### src/rtl/mult_wb_scheduler.sv
// Credit-based issue control, result FIFO and writeback arbiter for a 4-stage pipelined multiplier.
// Optional MULT_WB_BYPASS_EN lets a returning product skip an empty FIFO and compete for writeback.
module mult_wb_scheduler #(
   parameter int unsigned ARCH_BITS      = 32,
   parameter int unsigned OPCODE_BITS    = 7,
   parameter int unsigned ROB_IDX_BITS   = 4,
   parameter int unsigned REG_IDX_BITS   = 5,
   parameter int unsigned OPCODE_NOP     = 0,
   parameter int unsigned RES_FIFO_DEPTH = 4
) (
   input  logic                              clk,
   input  logic                              rst,
   input  logic                              clear,
   // Issue side
   input  logic                              issValid,
   output logic                              issReady,
   input  logic [OPCODE_BITS-1:0]            issOpcode,
   input  logic [ROB_IDX_BITS-1:0]           issRobIdx,
   input  logic [REG_IDX_BITS-1:0]           issDstReg,
   input  logic [ARCH_BITS-1:0]              issData1,
   input  logic [ARCH_BITS-1:0]              issData2,
   // Multiplier inputs
   output logic [OPCODE_BITS-1:0]            mulOpcode,
   output logic [ROB_IDX_BITS-1:0]           mulRobIdx,
   output logic [REG_IDX_BITS-1:0]           mulDstReg,
   output logic [ARCH_BITS-1:0]              mulData1,
   output logic [ARCH_BITS-1:0]              mulData2,
   output logic                              mulClear,
   // Multiplier outputs
   input  logic [OPCODE_BITS-1:0]            mulOpcodeRes,
   input  logic [ROB_IDX_BITS-1:0]           mulRobIdxRes,
   input  logic [REG_IDX_BITS-1:0]           mulDstRegRes,
   input  logic [ARCH_BITS-1:0]              mulResH,
   input  logic [ARCH_BITS-1:0]              mulResL,
   // ALU result
   input  logic                              aluValid,
   input  logic [ROB_IDX_BITS-1:0]           aluRobIdx,
   input  logic [REG_IDX_BITS-1:0]           aluDstReg,
   input  logic [ARCH_BITS-1:0]              aluData,
   output logic                              aluGrant,
   // Writeback bus
   output logic                              wbValid,
   output logic                              wbSrc,
   output logic [ROB_IDX_BITS-1:0]           wbRobIdx,
   output logic [REG_IDX_BITS-1:0]           wbDstReg,
   output logic [ARCH_BITS-1:0]              wbDataL,
   output logic [ARCH_BITS-1:0]              wbDataH,
   output logic [$clog2(RES_FIFO_DEPTH):0]   credits
);

   localparam int unsigned PtrBits = $clog2(RES_FIFO_DEPTH);
   localparam int unsigned CntBits = PtrBits + 1;
   localparam logic [OPCODE_BITS-1:0] Nop = OPCODE_BITS'(OPCODE_NOP);
   localparam logic [CntBits-1:0] FullCnt = CntBits'(RES_FIFO_DEPTH);

   logic [CntBits-1:0]      r_credits;
   logic [CntBits-1:0]      r_count;
   logic [PtrBits-1:0]      r_wr_ptr;
   logic [PtrBits-1:0]      r_rd_ptr;
   logic                    r_rr_ptr;

   logic [ROB_IDX_BITS-1:0] r_fifo_rob [RES_FIFO_DEPTH];
   logic [REG_IDX_BITS-1:0] r_fifo_dst [RES_FIFO_DEPTH];
   logic [ARCH_BITS-1:0]    r_fifo_h   [RES_FIFO_DEPTH];
   logic [ARCH_BITS-1:0]    r_fifo_l   [RES_FIFO_DEPTH];

   logic                    r_wb_valid;
   logic                    r_wb_src;
   logic [ROB_IDX_BITS-1:0] r_wb_rob;
   logic [REG_IDX_BITS-1:0] r_wb_dst;
   logic [ARCH_BITS-1:0]    r_wb_l;
   logic [ARCH_BITS-1:0]    r_wb_h;

   logic w_accept;
   logic w_ret_valid;
   logic w_fifo_empty;
   logic w_fifo_full;
   logic w_byp_req;
   logic w_mul_req;
   logic w_alu_req;
   logic w_contested;
   logic w_grant_mul;
   logic w_grant_alu;
   logic w_bypass;
   logic w_push;
   logic w_pop;

   // Issue side
   assign issReady  = !rst && !clear && (r_credits != '0);
   assign w_accept  = issValid && issReady;
   assign mulOpcode = w_accept ? issOpcode : Nop;
   assign mulRobIdx = issRobIdx;
   assign mulDstReg = issDstReg;
   assign mulData1  = issData1;
   assign mulData2  = issData2;
   assign mulClear  = clear;

   // Return side
   assign w_ret_valid  = (mulOpcodeRes != Nop);
   assign w_fifo_empty = (r_count == '0);
   assign w_fifo_full  = (r_count == FullCnt);

`ifdef MULT_WB_BYPASS_EN
   assign w_byp_req = w_ret_valid && w_fifo_empty;
`else
   assign w_byp_req = 1'b0;
`endif

   assign w_mul_req   = !w_fifo_empty || w_byp_req;
   assign w_alu_req   = aluValid;
   assign w_contested = w_mul_req && w_alu_req;

   // r_rr_ptr: 0 prefers ALU, 1 prefers MUL; a full FIFO with a product landing must drain first.
   always_comb begin
      w_grant_mul = 1'b0;
      w_grant_alu = 1'b0;
      if (!rst && !clear) begin
         if (w_mul_req && (!w_alu_req || r_rr_ptr || (w_fifo_full && w_ret_valid))) begin
            w_grant_mul = 1'b1;
         end else if (w_alu_req) begin
            w_grant_alu = 1'b1;
         end
      end
   end

   assign aluGrant = w_grant_alu;
   assign w_bypass = w_grant_mul && w_fifo_empty;
   assign w_pop    = w_grant_mul && !w_fifo_empty;
   assign w_push   = w_ret_valid && !w_bypass && !clear && !rst;

   // Result storage needs no reset; occupancy is tracked by the pointers and count.
   always_ff @(posedge clk) begin
      if (w_push) begin
         r_fifo_rob[r_wr_ptr] <= mulRobIdxRes;
         r_fifo_dst[r_wr_ptr] <= mulDstRegRes;
         r_fifo_h[r_wr_ptr]   <= mulResH;
         r_fifo_l[r_wr_ptr]   <= mulResL;
      end
   end

   always_ff @(posedge clk) begin
      if (rst) begin
         r_credits  <= FullCnt;
         r_count    <= '0;
         r_wr_ptr   <= '0;
         r_rd_ptr   <= '0;
         r_rr_ptr   <= 1'b0;
         r_wb_valid <= 1'b0;
         r_wb_src   <= 1'b0;
         r_wb_rob   <= '0;
         r_wb_dst   <= '0;
         r_wb_l     <= '0;
         r_wb_h     <= '0;
      end else if (clear) begin
         r_credits  <= FullCnt;
         r_count    <= '0;
         r_wr_ptr   <= '0;
         r_rd_ptr   <= '0;
         r_wb_valid <= 1'b0;
      end else begin
         r_credits <= r_credits - CntBits'(w_accept) + CntBits'(w_grant_mul);
         r_count   <= r_count + CntBits'(w_push) - CntBits'(w_pop);
         if (w_push) begin
            r_wr_ptr <= r_wr_ptr + PtrBits'(1);
         end
         if (w_pop) begin
            r_rd_ptr <= r_rd_ptr + PtrBits'(1);
         end
         // After a contested grant the loser gets priority next time.
         if (w_contested) begin
            r_rr_ptr <= w_grant_alu;
         end
         r_wb_valid <= w_grant_mul || w_grant_alu;
         r_wb_src   <= w_grant_mul;
         if (w_grant_mul && w_bypass) begin
            r_wb_rob <= mulRobIdxRes;
            r_wb_dst <= mulDstRegRes;
            r_wb_l   <= mulResL;
            r_wb_h   <= mulResH;
         end else if (w_grant_mul) begin
            r_wb_rob <= r_fifo_rob[r_rd_ptr];
            r_wb_dst <= r_fifo_dst[r_rd_ptr];
            r_wb_l   <= r_fifo_l[r_rd_ptr];
            r_wb_h   <= r_fifo_h[r_rd_ptr];
         end else if (w_grant_alu) begin
            r_wb_rob <= aluRobIdx;
            r_wb_dst <= aluDstReg;
            r_wb_l   <= aluData;
            r_wb_h   <= '0;
         end
      end
   end

   assign wbValid  = r_wb_valid;
   assign wbSrc    = r_wb_src;
   assign wbRobIdx = r_wb_rob;
   assign wbDstReg = r_wb_dst;
   assign wbDataL  = r_wb_l;
   assign wbDataH  = r_wb_h;
   assign credits  = r_credits;

endmodule

### config.mk
export PLATFORM = sky130hd
export DESIGN_NAME = mult_wb_scheduler
export DESIGN_NICKNAME = d
export VERILOG_FILES = /design/src/rtl/mult_wb_scheduler.sv
export SDC_FILE = /design/constraint.sdc
export NUM_CORES = 1
export LEC_CHECK = 0
export CAP_MARGIN = 30
export CORE_UTILIZATION = 30
export CTS_CLUSTER_DIAMETER = 50
export DETAILED_ROUTE_END_ITERATION = 16
export PLACE_DENSITY = 0.55
export SYNTH_ARGS = -nofsm -noshare
export SYNTH_HDL_FRONTEND = slang
export SYNTH_SLANG_ARGS = --single-unit
### constraint.sdc
create_clock -name clk -period 3.9 [get_ports clk]
set_clock_uncertainty 0.15 [all_clocks]
set_input_delay 0.39 -clock clk [delete_from_list [all_inputs] [get_ports clk]]
set_output_delay 0.39 -clock clk [all_outputs]
set_load 0.05 [all_outputs]
==> flow_metrics.env <==
export IMPL_grt_busiest_layer="met2"
export IMPL_crit_path_cell_trace="clkdlybuf4s50_1 > or3b_4 > buf_12 > nor2_1 > buf_12"
export IMPL_synth_area_top_cells="edfxtp_1 (57%), dfxtp_1 (11%), mux4_2 (11%)"
export IMPL_run_status="complete, no violations"
export IMPL_arrival_ns=2.45
export IMPL_cp_max_fo=23
export IMPL_synthMostInstantiatedCell="edfxtp_1"
export IMPL_area_delta_synth_final_pct=27.7
export IMPL_fin_crit_sh_pct=76.8
export IMPL_drt_initial_drc_count=363
export IMPL_io_pins=367
export IMPL_die_w_um=229
export IMPL_max_freq_mhz=334
export IMPL_antenna_cells=0
export IMPL_hold_viol=0
export IMPL_power_density_nw_per_um2=495
export IMPL_critPathSlowestCell="or3b_4"
export IMPL_ir_worst_vdd_mv=0.283
export IMPL_drt_total_wl_um=39000
export IMPL_gp_congestion=0.725
export IMPL_die_h_um=229
export IMPL_grt_max_degree=74
export IMPL_worst_pin_slew_ns=0.823
export IMPL_wl_per_cell_um=22.3
export IMPL_cts_max_path_buffers=3
export IMPL_post_cts_resized=0
export IMPL_drive_gt1_share_pct=26.3
export IMPL_relSlewSlack_pct=45.1
export IMPL_fin_crit_ns=2.99
export IMPL_vias_per_cell=4.76
export IMPL_core_um2=50600
export IMPL_max_stage_delay_ns=0.75
export IMPL_ant_nets=0
export IMPL_synth_area_um2=15500
export IMPL_setup_violations=0
export IMPL_dp_hpwl_um=23900
export IMPL_grt_use_met3_pct=4.06
export IMPL_h_tree_depth=2
export IMPL_yosysTopAreaCell="edfxtp_1"
export IMPL_drv_cap=0
export IMPL_grt_usage_pct=14.9
export IMPL_vias=8326
export IMPL_io_buffer_count=220
export IMPL_cts_tree="yes"
export IMPL_hold_buffers=0
export IMPL_antenna_found_initial=3
export IMPL_postCtsSetupBuffers=0
export IMPL_ys_async_sr_fraction_pct=0
export IMPL_path_class="primary input to primary output"
export IMPL_clock_root_buffer="clkbuf_16"
export IMPL_rows=82
export IMPL_syn_inst=868
export IMPL_ys_seq_elements=380
export IMPL_drt_pre_antenna_iters=4
export IMPL_worstPathRequired_ns=3.36
export IMPL_drc_errors=0
export IMPL_critPathMostFrequentCell="buf_12"
export IMPL_end_kind="primary output"
export IMPL_globalRouteMet1Util_pct=18.1
export IMPL_rsz0062_at_grt="false"
export IMPL_start_kind="primary input"
export IMPL_leakage_nw=6.54
export IMPL_placed_cell_area_um2=18100
export IMPL_syn_area_per_cell_um2=17.9
export IMPL_clk_pin_slew_ns=0.05
export IMPL_grt_pass1_vias=9009
export IMPL_clkLatencyLatePin_ns=0.57
export IMPL_initial_utilization_pct=30.7
export IMPL_numCtsBuffers=50
export IMPL_synthFlopType="edfxtp_1"
export IMPL_grt_pass1_wl_um=57900
export IMPL_nets=1252
export IMPL_ys_seq_area_share_pct=67.9
export IMPL_final_util_pct=39.1
export IMPL_slew_violations=0
export IMPL_die_area_um2=52600
export IMPL_setup_tns_ns=0
export IMPL_cts_sinks=380
export IMPL_syn_nets=1084
export IMPL_use_met2_pct=24.5
export IMPL_synth_common_cells="edfxtp_1 (292), dfxtp_1 (88), buf_4 (77)"
export IMPL_min_path_type="primary input to register"
export IMPL_synth_warnings=0
export IMPL_synth_edf_count=292
export IMPL_grt_overflow=0
export IMPL_final_cell_area_um2=19800
export IMPL_synth_top_cell_area_share_pct=56.5
export IMPL_yosysUniqueCellTypes=44
## where the power goes
group	internal (mW)	leakage [nW]	switching, mW
clock network	2.81	0.829	1.81
registers	4.45	3.37	0.0344
logic	0.324	2.35	0.364
## stage by stage
stage               hold WS, ns  power (mW)  instances  worst slack (ns)
floorplan                 0.300        5.13        868             0.329
global placement          0.311        5.26       1656             0.725
detailed placement        0.315        5.26       1656             0.657
CTS                      0.0483        9.93       1750             0.882
global route             0.0896        10.1       1750             0.836
finish                   0.0800        9.79       1750             0.906
## cells by family after synthesis
logic type / after synthesis / synth area share [%]
AND/OR/NAND/NOR: 90 / 2.77
XOR/XNOR: 4 / 0.226
flip-flops: 380 / 67.9
adder cells (fa/ha/maj): 10 / 0.904
multiplexers: 115 / 14.6
buffers and inverters: 140 / 5.90
AO/OA/AOI/OAI: 129 / 7.71
## sequential cells by signal, indices dropped and copies added (netlist names), named ones only
name        count
r_fifo_h      128
r_fifo_l      128
wbDataH        32
wbDataL        32
r_fifo_dst     20
r_fifo_rob     16
wbDstReg        5
wbRobIdx        4
credits         3
r_count         3
r_rd_ptr        2
r_wr_ptr        2
r_rr_ptr        1
wbSrc           1
wbValid         1
## layout make-up
type	count	area, um2
inverters	10	37.5
clock buffers	61	1380
repair buffers	246	2570
flip-flops and latches	380	10500
well taps	672	841
multi-input cells	348	4110
clock inverters	33	324
fillers	4643	30800
## cells in the final DEF, fill, tap and decap left out, types with 3 or more instances in the layout
cell and instances:
and2_1 5, bufinv_16 4, mux2_4 39, mux4_2 73, nor2_1 50, inv_8 5
dfxtp_1 86, and3_4 4, clkbuf_1 6, o21ai_0 4, clkbuf_16 53, clkinvlp_4 3
a21oi_1 3, or3_1 3, a211oi_2 39, buf_12 16, buf_4 19, a211oi_1 43
a22o_1 32, xnor2_1 3, and3_1 7, ha_1 8, inv_6 5, clkinv_4 3
clkdlybuf4s50_1 210, nand2_1 4, nor3_1 5, inv_1 9, edfxtp_1 292, clkinv_1 8
clkinv_2 5
## routing by layer
metal	vias up	wire length, um
li1	3721	-
met1	4215	15900
met2	254	19100
met3	130	2480
met4	6	1500
met5	-	40
## worst paths after layout
path,startpoint,end,cells past startpoint,slack [ns]
setup / recovery,clear,aluGrant,5,0.91
hold / removal,rst,credits[2]$_SDFF_PN1_,3,0.08
setup reg to reg,r_count[1]$_SDFF_PN0_,r_count[2]$_SDFF_PN0_,12,1.08
hold reg to reg,wbDataH[6]$_SDFFE_PP0P_,wbDataH[6]$_SDFFE_PP0P_,1,0.33
## worst max-delay path, delay by kind of cell
| kind | cells | cell delay (ns) |
|---|---|---|
| buffers and inverters | 3 | 1.07 |
| and+or+nand+nor | 2 | 0.94 |
Power figures use the tool's default switching activity.
